**src/rtl/burst_pkg.sv**
```systemverilog
// burst_pkg: shared FSM state encoding and default burst/FIFO sizing for the burst read and write masters
package burst_pkg;
   typedef enum logic [2:0] {ST_IDLE, ST_ISSUE, ST_WAIT, ST_DRAIN, ST_DONE} burst_state_t;
   localparam int BURST_COUNT_DEF     = 8;
   localparam int FIFO_DEPTH_DEF      = 32;
   localparam int FIFO_DEPTH_LOG2_DEF = 5;
endpackage

```
**src/rtl/burst_read_stream_if.sv**
```systemverilog
// burst_read_stream_if: Avalon-MM burst read bus, control handshake and output word stream
// master modport: the read engine side; slave modport: memory, controller and stream consumer side
interface burst_read_stream_if #(
   parameter int ADDRESS_WIDTH     = 32,
   parameter int DATA_WIDTH        = 32,
   parameter int BYTE_ENABLE_WIDTH = DATA_WIDTH / 8,
   parameter int BURST_WIDTH       = 4,
   parameter int LENGTH_WIDTH      = 16
);
   import burst_pkg::*;
   logic [ADDRESS_WIDTH-1:0]     master_address;
   logic                         master_read;
   logic [BURST_WIDTH-1:0]       master_burstcount;
   logic [BYTE_ENABLE_WIDTH-1:0] master_byteenable;
   logic                         master_waitrequest;
   logic [DATA_WIDTH-1:0]        master_readdata;
   logic                         master_readdatavalid;
   logic                         ctrl_start;
   logic [ADDRESS_WIDTH-1:0]     ctrl_baseaddress;
   logic [LENGTH_WIDTH-1:0]      ctrl_length;
   logic                         ctrl_busy;
   logic                         ctrl_done;
   logic [DATA_WIDTH-1:0]        st_data;
   logic                         st_valid;
   logic                         st_ready;
   modport master (
      output master_address, master_read, master_burstcount, master_byteenable,
      input  master_waitrequest, master_readdata, master_readdatavalid,
      input  ctrl_start, ctrl_baseaddress, ctrl_length,
      output ctrl_busy, ctrl_done,
      output st_data, st_valid,
      input  st_ready
   );
   modport slave (
      input  master_address, master_read, master_burstcount, master_byteenable,
      output master_waitrequest, master_readdata, master_readdatavalid,
      output ctrl_start, ctrl_baseaddress, ctrl_length,
      input  ctrl_busy, ctrl_done,
      input  st_data, st_valid,
      output st_ready
   );
endinterface

```
**src/rtl/burst_read_fifo.sv**
```systemverilog
// burst_read_fifo: synchronous show-ahead FIFO; rdata is the head word whenever empty is low
// ports: wr/wdata push, rd pop (ignored when empty), rdata head, empty, used word count
module burst_read_fifo import burst_pkg::*; #(
   parameter int DATA_WIDTH      = 32,
   parameter int FIFO_DEPTH      = FIFO_DEPTH_DEF,
   parameter int FIFO_DEPTH_LOG2 = $clog2(FIFO_DEPTH)
) (
   input  logic                     clk,
   input  logic                     reset,
   input  logic                     wr,
   input  logic [DATA_WIDTH-1:0]    wdata,
   input  logic                     rd,
   output logic [DATA_WIDTH-1:0]    rdata,
   output logic                     empty,
   output logic [FIFO_DEPTH_LOG2:0] used
);
   localparam logic [FIFO_DEPTH_LOG2-1:0] LAST = FIFO_DEPTH_LOG2'(FIFO_DEPTH - 1);
   logic [DATA_WIDTH-1:0]      r_mem [FIFO_DEPTH];
   logic [FIFO_DEPTH_LOG2-1:0] r_wptr, r_rptr;
   logic [FIFO_DEPTH_LOG2:0]   r_used;
   logic                       w_rd;
   assign empty = r_used == '0;
   assign used  = r_used;
   assign rdata = r_mem[r_rptr];
   assign w_rd  = rd && !empty;
   always_ff @(posedge clk)
      if (wr) r_mem[r_wptr] <= wdata;
   // pointers wrap explicitly so depths that are not a power of two still work
   always_ff @(posedge clk or posedge reset)
      if (reset) begin
         r_wptr <= '0;
         r_rptr <= '0;
         r_used <= '0;
      end else begin
         if (wr) r_wptr <= r_wptr == LAST ? '0 : r_wptr + 1'b1;
         if (w_rd) r_rptr <= r_rptr == LAST ? '0 : r_rptr + 1'b1;
         r_used <= r_used + {{FIFO_DEPTH_LOG2{1'b0}}, wr} - {{FIFO_DEPTH_LOG2{1'b0}}, w_rd};
      end
endmodule

```
**src/rtl/burst_read_stream.sv**
```systemverilog
// burst_read_stream: Avalon-MM pipelined burst read master that streams fetched words out in order
// ports: clk, reset (async, active-high), bus (master modport: Avalon read bus, ctrl start/busy/done, st valid/ready stream)
module burst_read_stream import burst_pkg::*; #(
   parameter int ADDRESS_WIDTH     = 32,
   parameter int DATA_WIDTH        = 32,
   parameter int BYTE_ENABLE_WIDTH = DATA_WIDTH / 8,
   parameter int BURST_COUNT       = BURST_COUNT_DEF,
   parameter int BURST_WIDTH       = 4,
   parameter int LENGTH_WIDTH      = 16,
   parameter int FIFO_DEPTH        = FIFO_DEPTH_DEF,
   parameter int FIFO_DEPTH_LOG2   = FIFO_DEPTH_LOG2_DEF
) (
   input logic                 clk,
   input logic                 reset,
   burst_read_stream_if.master bus
);
   localparam int CW    = FIFO_DEPTH_LOG2 + 3;
   localparam int SHIFT = $clog2(BURST_COUNT);
   localparam logic [CW-1:0]              BURST_C = CW'(BURST_COUNT);
   localparam logic [CW-1:0]              DEPTH_C = CW'(FIFO_DEPTH);
   localparam logic [FIFO_DEPTH_LOG2:0]   BURST_O = (FIFO_DEPTH_LOG2 + 1)'(BURST_COUNT);
   localparam logic [BURST_WIDTH-1:0]     BURST_B = BURST_WIDTH'(BURST_COUNT);
   localparam logic [ADDRESS_WIDTH-1:0]   STRIDE  = ADDRESS_WIDTH'(BURST_COUNT * BYTE_ENABLE_WIDTH);
   burst_state_t             r_state;
   logic [LENGTH_WIDTH-1:0]  r_bursts;
   logic [FIFO_DEPTH_LOG2:0] r_outstanding;
   logic [FIFO_DEPTH_LOG2:0] w_used;
   logic [LENGTH_WIDTH-1:0]  w_len_bursts;
   logic [CW-1:0]            w_committed;
   logic                     w_accept, w_beat, w_pop, w_empty, w_credit, w_credit_next;
   assign w_accept     = bus.master_read && !bus.master_waitrequest;
   // beats with nothing outstanding are leftovers from before a reset and are dropped
   assign w_beat       = bus.master_readdatavalid && r_outstanding != '0;
   assign w_pop        = bus.st_valid && bus.st_ready;
   assign w_len_bursts = bus.ctrl_length >> SHIFT;
   assign w_committed  = CW'(w_used) + CW'(r_outstanding);
   assign w_credit     = w_committed + BURST_C <= DEPTH_C;
   // on an accept the burst just granted is not yet in r_outstanding, so reserve it too
   assign w_credit_next = w_committed + BURST_C + BURST_C <= DEPTH_C;
   assign bus.master_byteenable = '1;
   assign bus.st_valid = !w_empty;
   burst_read_fifo #(
      .DATA_WIDTH     (DATA_WIDTH),
      .FIFO_DEPTH     (FIFO_DEPTH),
      .FIFO_DEPTH_LOG2(FIFO_DEPTH_LOG2)
   ) u_fifo (
      .clk  (clk),
      .reset(reset),
      .wr   (w_beat),
      .wdata(bus.master_readdata),
      .rd   (w_pop),
      .rdata(bus.st_data),
      .empty(w_empty),
      .used (w_used)
   );
   always_ff @(posedge clk or posedge reset)
      if (reset) begin
         r_state               <= ST_IDLE;
         r_bursts              <= '0;
         r_outstanding         <= '0;
         bus.master_address    <= '0;
         bus.master_read       <= 1'b0;
         bus.master_burstcount <= '0;
         bus.ctrl_busy         <= 1'b0;
         bus.ctrl_done         <= 1'b0;
      end else begin
         r_outstanding <= r_outstanding + (w_accept ? BURST_O : '0) - {{FIFO_DEPTH_LOG2{1'b0}}, w_beat};
         bus.ctrl_done <= 1'b0;
         case (r_state)
            ST_IDLE:
               if (bus.ctrl_start) begin
                  bus.master_address <= bus.ctrl_baseaddress;
                  r_bursts           <= w_len_bursts;
                  bus.ctrl_busy      <= 1'b1;
                  if (w_len_bursts != '0) begin
                     r_state               <= ST_ISSUE;
                     bus.master_read       <= 1'b1;
                     bus.master_burstcount <= BURST_B;
                  end else
                     r_state <= ST_DONE;
               end
            ST_ISSUE:
               if (w_accept) begin
                  bus.master_address <= bus.master_address + STRIDE;
                  r_bursts           <= r_bursts - 1'b1;
                  if (r_bursts == LENGTH_WIDTH'(1) || !w_credit_next) begin
                     r_state               <= r_bursts == LENGTH_WIDTH'(1) ? ST_DRAIN : ST_WAIT;
                     bus.master_read       <= 1'b0;
                     bus.master_burstcount <= '0;
                  end
               end
            ST_WAIT:
               if (w_credit) begin
                  r_state               <= ST_ISSUE;
                  bus.master_read       <= 1'b1;
                  bus.master_burstcount <= BURST_B;
               end
            ST_DRAIN:
               if (r_outstanding == '0 && w_empty) r_state <= ST_DONE;
            ST_DONE: begin
               bus.ctrl_done <= 1'b1;
               bus.ctrl_busy <= 1'b0;
               r_state       <= ST_IDLE;
            end
            default: r_state <= ST_IDLE;
         endcase
      end
endmodule

```
**src/flat_wrapper.sv**
```systemverilog
// flat-port wrapper written by rule: the top's interface ports become plain ports
module burst_read_stream_flat import burst_pkg::*;
#(
   parameter int ADDRESS_WIDTH     = 32,
   parameter int DATA_WIDTH        = 32,
   parameter int BYTE_ENABLE_WIDTH = DATA_WIDTH / 8,
   parameter int BURST_COUNT       = BURST_COUNT_DEF,
   parameter int BURST_WIDTH       = 4,
   parameter int LENGTH_WIDTH      = 16,
   parameter int FIFO_DEPTH        = FIFO_DEPTH_DEF,
   parameter int FIFO_DEPTH_LOG2   = FIFO_DEPTH_LOG2_DEF
)
  (clk, reset, bus_master_address, bus_master_read, bus_master_burstcount, bus_master_byteenable, bus_master_waitrequest, bus_master_readdata, bus_master_readdatavalid, bus_ctrl_start, bus_ctrl_baseaddress, bus_ctrl_length, bus_ctrl_busy, bus_ctrl_done, bus_st_data, bus_st_valid, bus_st_ready);
  burst_read_stream_if #(.ADDRESS_WIDTH(ADDRESS_WIDTH), .DATA_WIDTH(DATA_WIDTH), .BYTE_ENABLE_WIDTH(BYTE_ENABLE_WIDTH), .BURST_WIDTH(BURST_WIDTH), .LENGTH_WIDTH(LENGTH_WIDTH)) bus_i ();
  input logic clk;
  input logic reset;
  output wire logic [$bits(bus_i.master_address)-1:0] bus_master_address;
  output wire logic [$bits(bus_i.master_read)-1:0] bus_master_read;
  output wire logic [$bits(bus_i.master_burstcount)-1:0] bus_master_burstcount;
  output wire logic [$bits(bus_i.master_byteenable)-1:0] bus_master_byteenable;
  input wire logic [$bits(bus_i.master_waitrequest)-1:0] bus_master_waitrequest;
  input wire logic [$bits(bus_i.master_readdata)-1:0] bus_master_readdata;
  input wire logic [$bits(bus_i.master_readdatavalid)-1:0] bus_master_readdatavalid;
  input wire logic [$bits(bus_i.ctrl_start)-1:0] bus_ctrl_start;
  input wire logic [$bits(bus_i.ctrl_baseaddress)-1:0] bus_ctrl_baseaddress;
  input wire logic [$bits(bus_i.ctrl_length)-1:0] bus_ctrl_length;
  output wire logic [$bits(bus_i.ctrl_busy)-1:0] bus_ctrl_busy;
  output wire logic [$bits(bus_i.ctrl_done)-1:0] bus_ctrl_done;
  output wire logic [$bits(bus_i.st_data)-1:0] bus_st_data;
  output wire logic [$bits(bus_i.st_valid)-1:0] bus_st_valid;
  input wire logic [$bits(bus_i.st_ready)-1:0] bus_st_ready;
  assign bus_master_address = bus_i.master_address;
  assign bus_master_read = bus_i.master_read;
  assign bus_master_burstcount = bus_i.master_burstcount;
  assign bus_master_byteenable = bus_i.master_byteenable;
  assign bus_i.master_waitrequest = bus_master_waitrequest;
  assign bus_i.master_readdata = bus_master_readdata;
  assign bus_i.master_readdatavalid = bus_master_readdatavalid;
  assign bus_i.ctrl_start = bus_ctrl_start;
  assign bus_i.ctrl_baseaddress = bus_ctrl_baseaddress;
  assign bus_i.ctrl_length = bus_ctrl_length;
  assign bus_ctrl_busy = bus_i.ctrl_busy;
  assign bus_ctrl_done = bus_i.ctrl_done;
  assign bus_st_data = bus_i.st_data;
  assign bus_st_valid = bus_i.st_valid;
  assign bus_i.st_ready = bus_st_ready;
  burst_read_stream #(.ADDRESS_WIDTH(ADDRESS_WIDTH), .DATA_WIDTH(DATA_WIDTH), .BYTE_ENABLE_WIDTH(BYTE_ENABLE_WIDTH), .BURST_COUNT(BURST_COUNT), .BURST_WIDTH(BURST_WIDTH), .LENGTH_WIDTH(LENGTH_WIDTH), .FIFO_DEPTH(FIFO_DEPTH), .FIFO_DEPTH_LOG2(FIFO_DEPTH_LOG2)) u_core (.clk(clk), .reset(reset), .bus(bus_i));
endmodule
```
**config.mk**
```make
export PLATFORM = sky130hd
export DESIGN_NAME = burst_read_stream_flat
export DESIGN_NICKNAME = d
export VERILOG_FILES = /design/src/rtl/burst_pkg.sv /design/src/rtl/burst_read_stream_if.sv /design/src/rtl/burst_read_fifo.sv /design/src/rtl/burst_read_stream.sv /design/src/flat_wrapper.sv
export SDC_FILE = /design/constraint.sdc
export NUM_CORES = 1
export LEC_CHECK = 0
export ABC_AREA = 1
export BUFFER_PORTS_ARGS = -buffer_cell sky130_fd_sc_hd__buf_2
export CAP_MARGIN = 20
export CORE_MARGIN = 2
export CORE_UTILIZATION = 55
export DETAILED_ROUTE_END_ITERATION = 8
export PLACE_DENSITY = 0.72
export SLEW_MARGIN = 20
export SYNTH_ARGS = -nofsm -noshare
export SYNTH_HDL_FRONTEND = slang
export SYNTH_SLANG_ARGS = --single-unit
```
**constraint.sdc**
```tcl
create_clock -name clk -period 5 [get_ports clk]
set_clock_uncertainty 0.2 [all_clocks]
set_input_delay 0 -clock clk [delete_from_list [all_inputs] [get_ports clk]]
set_output_delay 0 -clock clk [all_outputs]
set_load 0.005 [all_outputs]
```
==> impl_metrics.csv <==
group,metric,value,unit
status,status,"finished, final reports clean",
sta,rsz0062_at_grt,"false",
cts,cts_tree,"done",
critical_path,crit_required,5.37,ns
yosys,synth_top_area_share,68.5,%
cts,postCtsSetupRepairBufs,0,
grt,grt_antenna_before_repair,3,
cts,htree_levels,3,
grt,grtUsageTotal,28.5,%
floorplan,dieArea,83900,sq um
yosys,synth_seq_cells,1100,
floorplan,core_area,80700,sq um
floorplan,ios,162,
cts,ctsHoldBuffers,154,
yosys,ys_seq_area_share,72.8,%
final_layout,finalInstanceArea,51900,sq um
final_layout,drive_gt1_share,11.1,%
detailed_routing,postRouteAntennaNets,0,
grt,grt_pass1_wl,178000,microns
grt,grt_pass1_vias,28800,
sta,fmax,0.260,GHz
yosys,yosysWarnings,0,
floorplan,initial_core_util,55.6,%
critical_path,worstPathCellList,"nor2_1 -> nand2_1 -> buf_4 -> inv_2 -> buf_4 -> a21oi_4 -> inv_2 -> o21ai_0 -> nand2_1 -> o21ai_0 -> dlygate4sd3_1",
detailed_routing,via_per_inst,6.16,
detailed_routing,dr.pass1.iters,6,
detailed_routing,drt_iter0_drc,3881,
critical_path,cpPeakStageDelay,0.75,ns
detailed_routing,vias,30800,
yosys,syn_inst,3587,
detailed_routing,wire_per_inst,24.0,microns
critical_path,critPathSlowestCell,"inv_2",
cts,clk_pin_slew,0.06,ns
sta,finalMaxSlewViolations,0,
cts,clk_latency,0.69,ns
yosys,netlist-cell-type-count,49,
hold_path,holdPathStages,4,
final_layout,multi_input_area,10900,sq um
run,cap_violations,0,
hold_path,hold_class,"input port to flop",
sta,tightest_slew,1.26,ns
sta,hold_viol_final,0,
yosys,syn_area_per_cell,12.5,sq um
sta,min_period,3.85,ns
detailed_routing,wirelength,120000,microns
floorplan,die_y,290,microns
grt,grt_max_degree,224,
cts,post_cts_resized,0,
critical_path,critPathMaxFanout,59,
yosys,netlist_area,44900,sq um
grt,grt_overflow,0,
critical_path,reg2reg_depth,11,
final_layout,fin_nets,3960,
placed_design,placed_cell_area,47000,sq um
placed_design,dp_hpwl,61600,microns
final_layout,area_delta_synth_final,15.7,%
critical_path,worstPathArrival,4.22,ns
yosys,synth_area_leaders,"edfxtp_1, o21ai_0, nor2_1",
power_and_ir_drop,leakagePower,17.8,nW
cts,cts_buffers,108,
cts,cts_num_sinks,1100,
sta,slew-limit-headroom,16.1,%
critical_path,startpoint_type,"flop",
yosys,synth_largest_area_cell,"edfxtp_1",
final_layout,final_util,64.4,%
placed_design,place.gp.congestion,0.838,
power_and_ir_drop,peakVddDrop,0.639,mV
power_and_ir_drop,power,29.2,mW
placed_design,io_buffers,151,
floorplan,rows,104,
detailed_routing,route.detailed.drc,0,
floorplan,fp.dieW,290,microns
cts,ctsLongestPathBuffers,3,
sta,finalSetupViolCount,0,
power_and_ir_drop,p_per_area,562,nW/um^2
sta,finalSetupTns,0,ns
final_layout,area.sequential,32700,sq um
critical_path,crit_path_end_kind,"flop",
critical_path,path_class,"flop to flop",
final_layout,nFillCells,5669,
sta,period_share,76.9,%
cts,root_buffer,"clkbuf_16",
[placed cells by master (no fill, tap or decap), types with 4 or more instances in the layout]
| cell type | Yosys | routed |
|---|---|---|
| edfxtp_1 | 1024 | 1024 |
| nor2_1 | 616 | 587 |
| o21ai_0 | 572 | 572 |
| nand2_1 | 262 | 262 |
| o22ai_1 | 175 | 175 |
| dlygate4sd3_1 | 0 | 154 |
| buf_2 | 48 | 151 |
| inv_1 | 132 | 127 |
| nand3_1 | 109 | 109 |
| clkbuf_16 | 0 | 109 |
| o221ai_1 | 94 | 94 |
| dfrtp_1 | 76 | 73 |
| buf_4 | 9 | 48 |
| o21ai_1 | 42 | 42 |
| a21oi_1 | 39 | 39 |
| nand4_1 | 37 | 37 |
| o211ai_1 | 37 | 37 |
| nor2_4 | 4 | 33 |
| ha_1 | 33 | 33 |
| clkbuf_1 | 160 | 33 |
| clkinv_1 | 1 | 31 |
| clkinv_2 | 0 | 20 |
| buf_12 | 0 | 18 |
| xor2_1 | 17 | 17 |
| inv_2 | 11 | 13 |
| nor3_1 | 16 | 12 |
| a31oi_1 | 7 | 7 |
| conb_1 | 2 | 7 |
| bufinv_16 | 0 | 6 |
| nor2_2 | 4 | 4 |
| nand2_2 | 4 | 4 |
| nor4_1 | 4 | 4 |
| nor3_2 | 0 | 4 |
[cell type report]
| type | count | share of cell area [%] |
|---|---|---|
| Antenna cell | 2 | 0.00964 |
| Clock buffer | 142 | 5.49 |
| Clock inverter | 62 | 1.02 |
| Inverter | 146 | 1.11 |
| Multi-Input combinational cell | 2110 | 21.1 |
| Sequential cell | 1100 | 62.9 |
| Tap cell | 1060 | 2.55 |
| Timing Repair Buffer | 372 | 5.86 |
[critical path: cells and delay by family (launching register included)]
family	cells	cell delay, ns
flip-flops	1	0.44
buffers and inverters	5	2.17
AO/OA/AOI/OAI	3	0.60
AND/OR/NAND/NOR	3	0.32
[synth_stat cells, drive strengths merged]
master / n
a211oi: 3
a21oi: 40
a22oi: 1
a31oi: 7
a32o: 1
and2: 1
buf: 73
clkbuf: 163
clkinv: 2
conb: 2
dfrtp: 76
edfxtp: 1024
fa: 3
ha: 33
inv: 144
nand2: 269
nand3: 113
nand3b: 1
nand4: 37
nor2: 625
nor3: 16
nor3b: 2
nor4: 4
o211ai: 37
o21a: 3
o21ai: 615
o221ai: 94
o22ai: 175
o32ai: 1
or2: 2
xnor2: 3
xor2: 17
[flip-flops by register name (all words and copies together), names as in the netlist, 3 cells and up]
name,flops
u_core.u_fifo.r_mem,1024
u_core.r_outstanding,6
u_core.u_fifo.r_rptr,5
u_core.r_bursts,16
u_core.r_state,3
u_core.u_fifo.used,6
u_core.u_fifo.r_wptr,5
u_core.bus.master_address,32
[path summary, 6_finish.rpt]
path / slack (ns) / to / start
setup / recovery: 1.15 / u_core.r_bursts[6] / u_core.r_state[2]
hold / removal: 0.04 / u_core.r_bursts[5] / bus_ctrl_length[8]
max in group asynchronous: 3.02 / u_core.u_fifo.r_rptr[2] / reset
min in group asynchronous: 0.31 / u_core.u_fifo.used[4] / reset
hold reg to reg: 0.28 / u_core.r_bursts[15] / u_core.r_bursts[15]
setup reg to reg: 1.15 / u_core.r_bursts[6] / u_core.r_state[2]
[power by group]
part	switching (mW)	internal [mW]	total, mW
logic	6.91	3.19	10.1
registers	0.510	10.8	11.3
clock network	3.42	4.34	7.76
total	10.8	18.4	29.2
[cells by family (layout without fill, tap and decap cells)]
| logic type | Yosys count | count (layout) | synth area share [%] |
|---|---|---|---|
| adders and majority gates | 36 | 36 | 1.05 |
| AOI/OAI and AO/OA | 977 | 977 | 12.5 |
| DFF | 1100 | 1100 | 72.8 |
| and+or+nand+nor | 1070 | 1070 | 9.84 |
| xor gates and xnor gates | 20 | 20 | 0.390 |
| buffers and inverters | 382 | 722 | 3.44 |
| other | 2 | 9 | 0.0167 |
[through the flow]
step / setup WS (ns) / std cells / hold slack (ns)
CTS: 1.30 / 4991 / 0.00146
global route: 0.829 / 4992 / 0.0619
floorplan: 1.33 / 3592 / -0.101
global placement: 1.47 / 4633 / -0.164
finish: 1.15 / 4994 / 0.0430
detailed placement: 1.40 / 4633 / -0.159
[routing by layer]
metal  global-route usage (%)  vias to the layer above  share of wire [%]  wire (microns)
li1                         -                    13700                  -               -
met1                     39.8                    15000                 40           47600
met2                     45.5                     1703                 48           57100
met3                     4.93                      333                9.2           11100
met4                     10.3                        2                3.5            4240
met5                        0                        -             0.0058               7
Note: power is estimated with default switching activity, not from simulation.
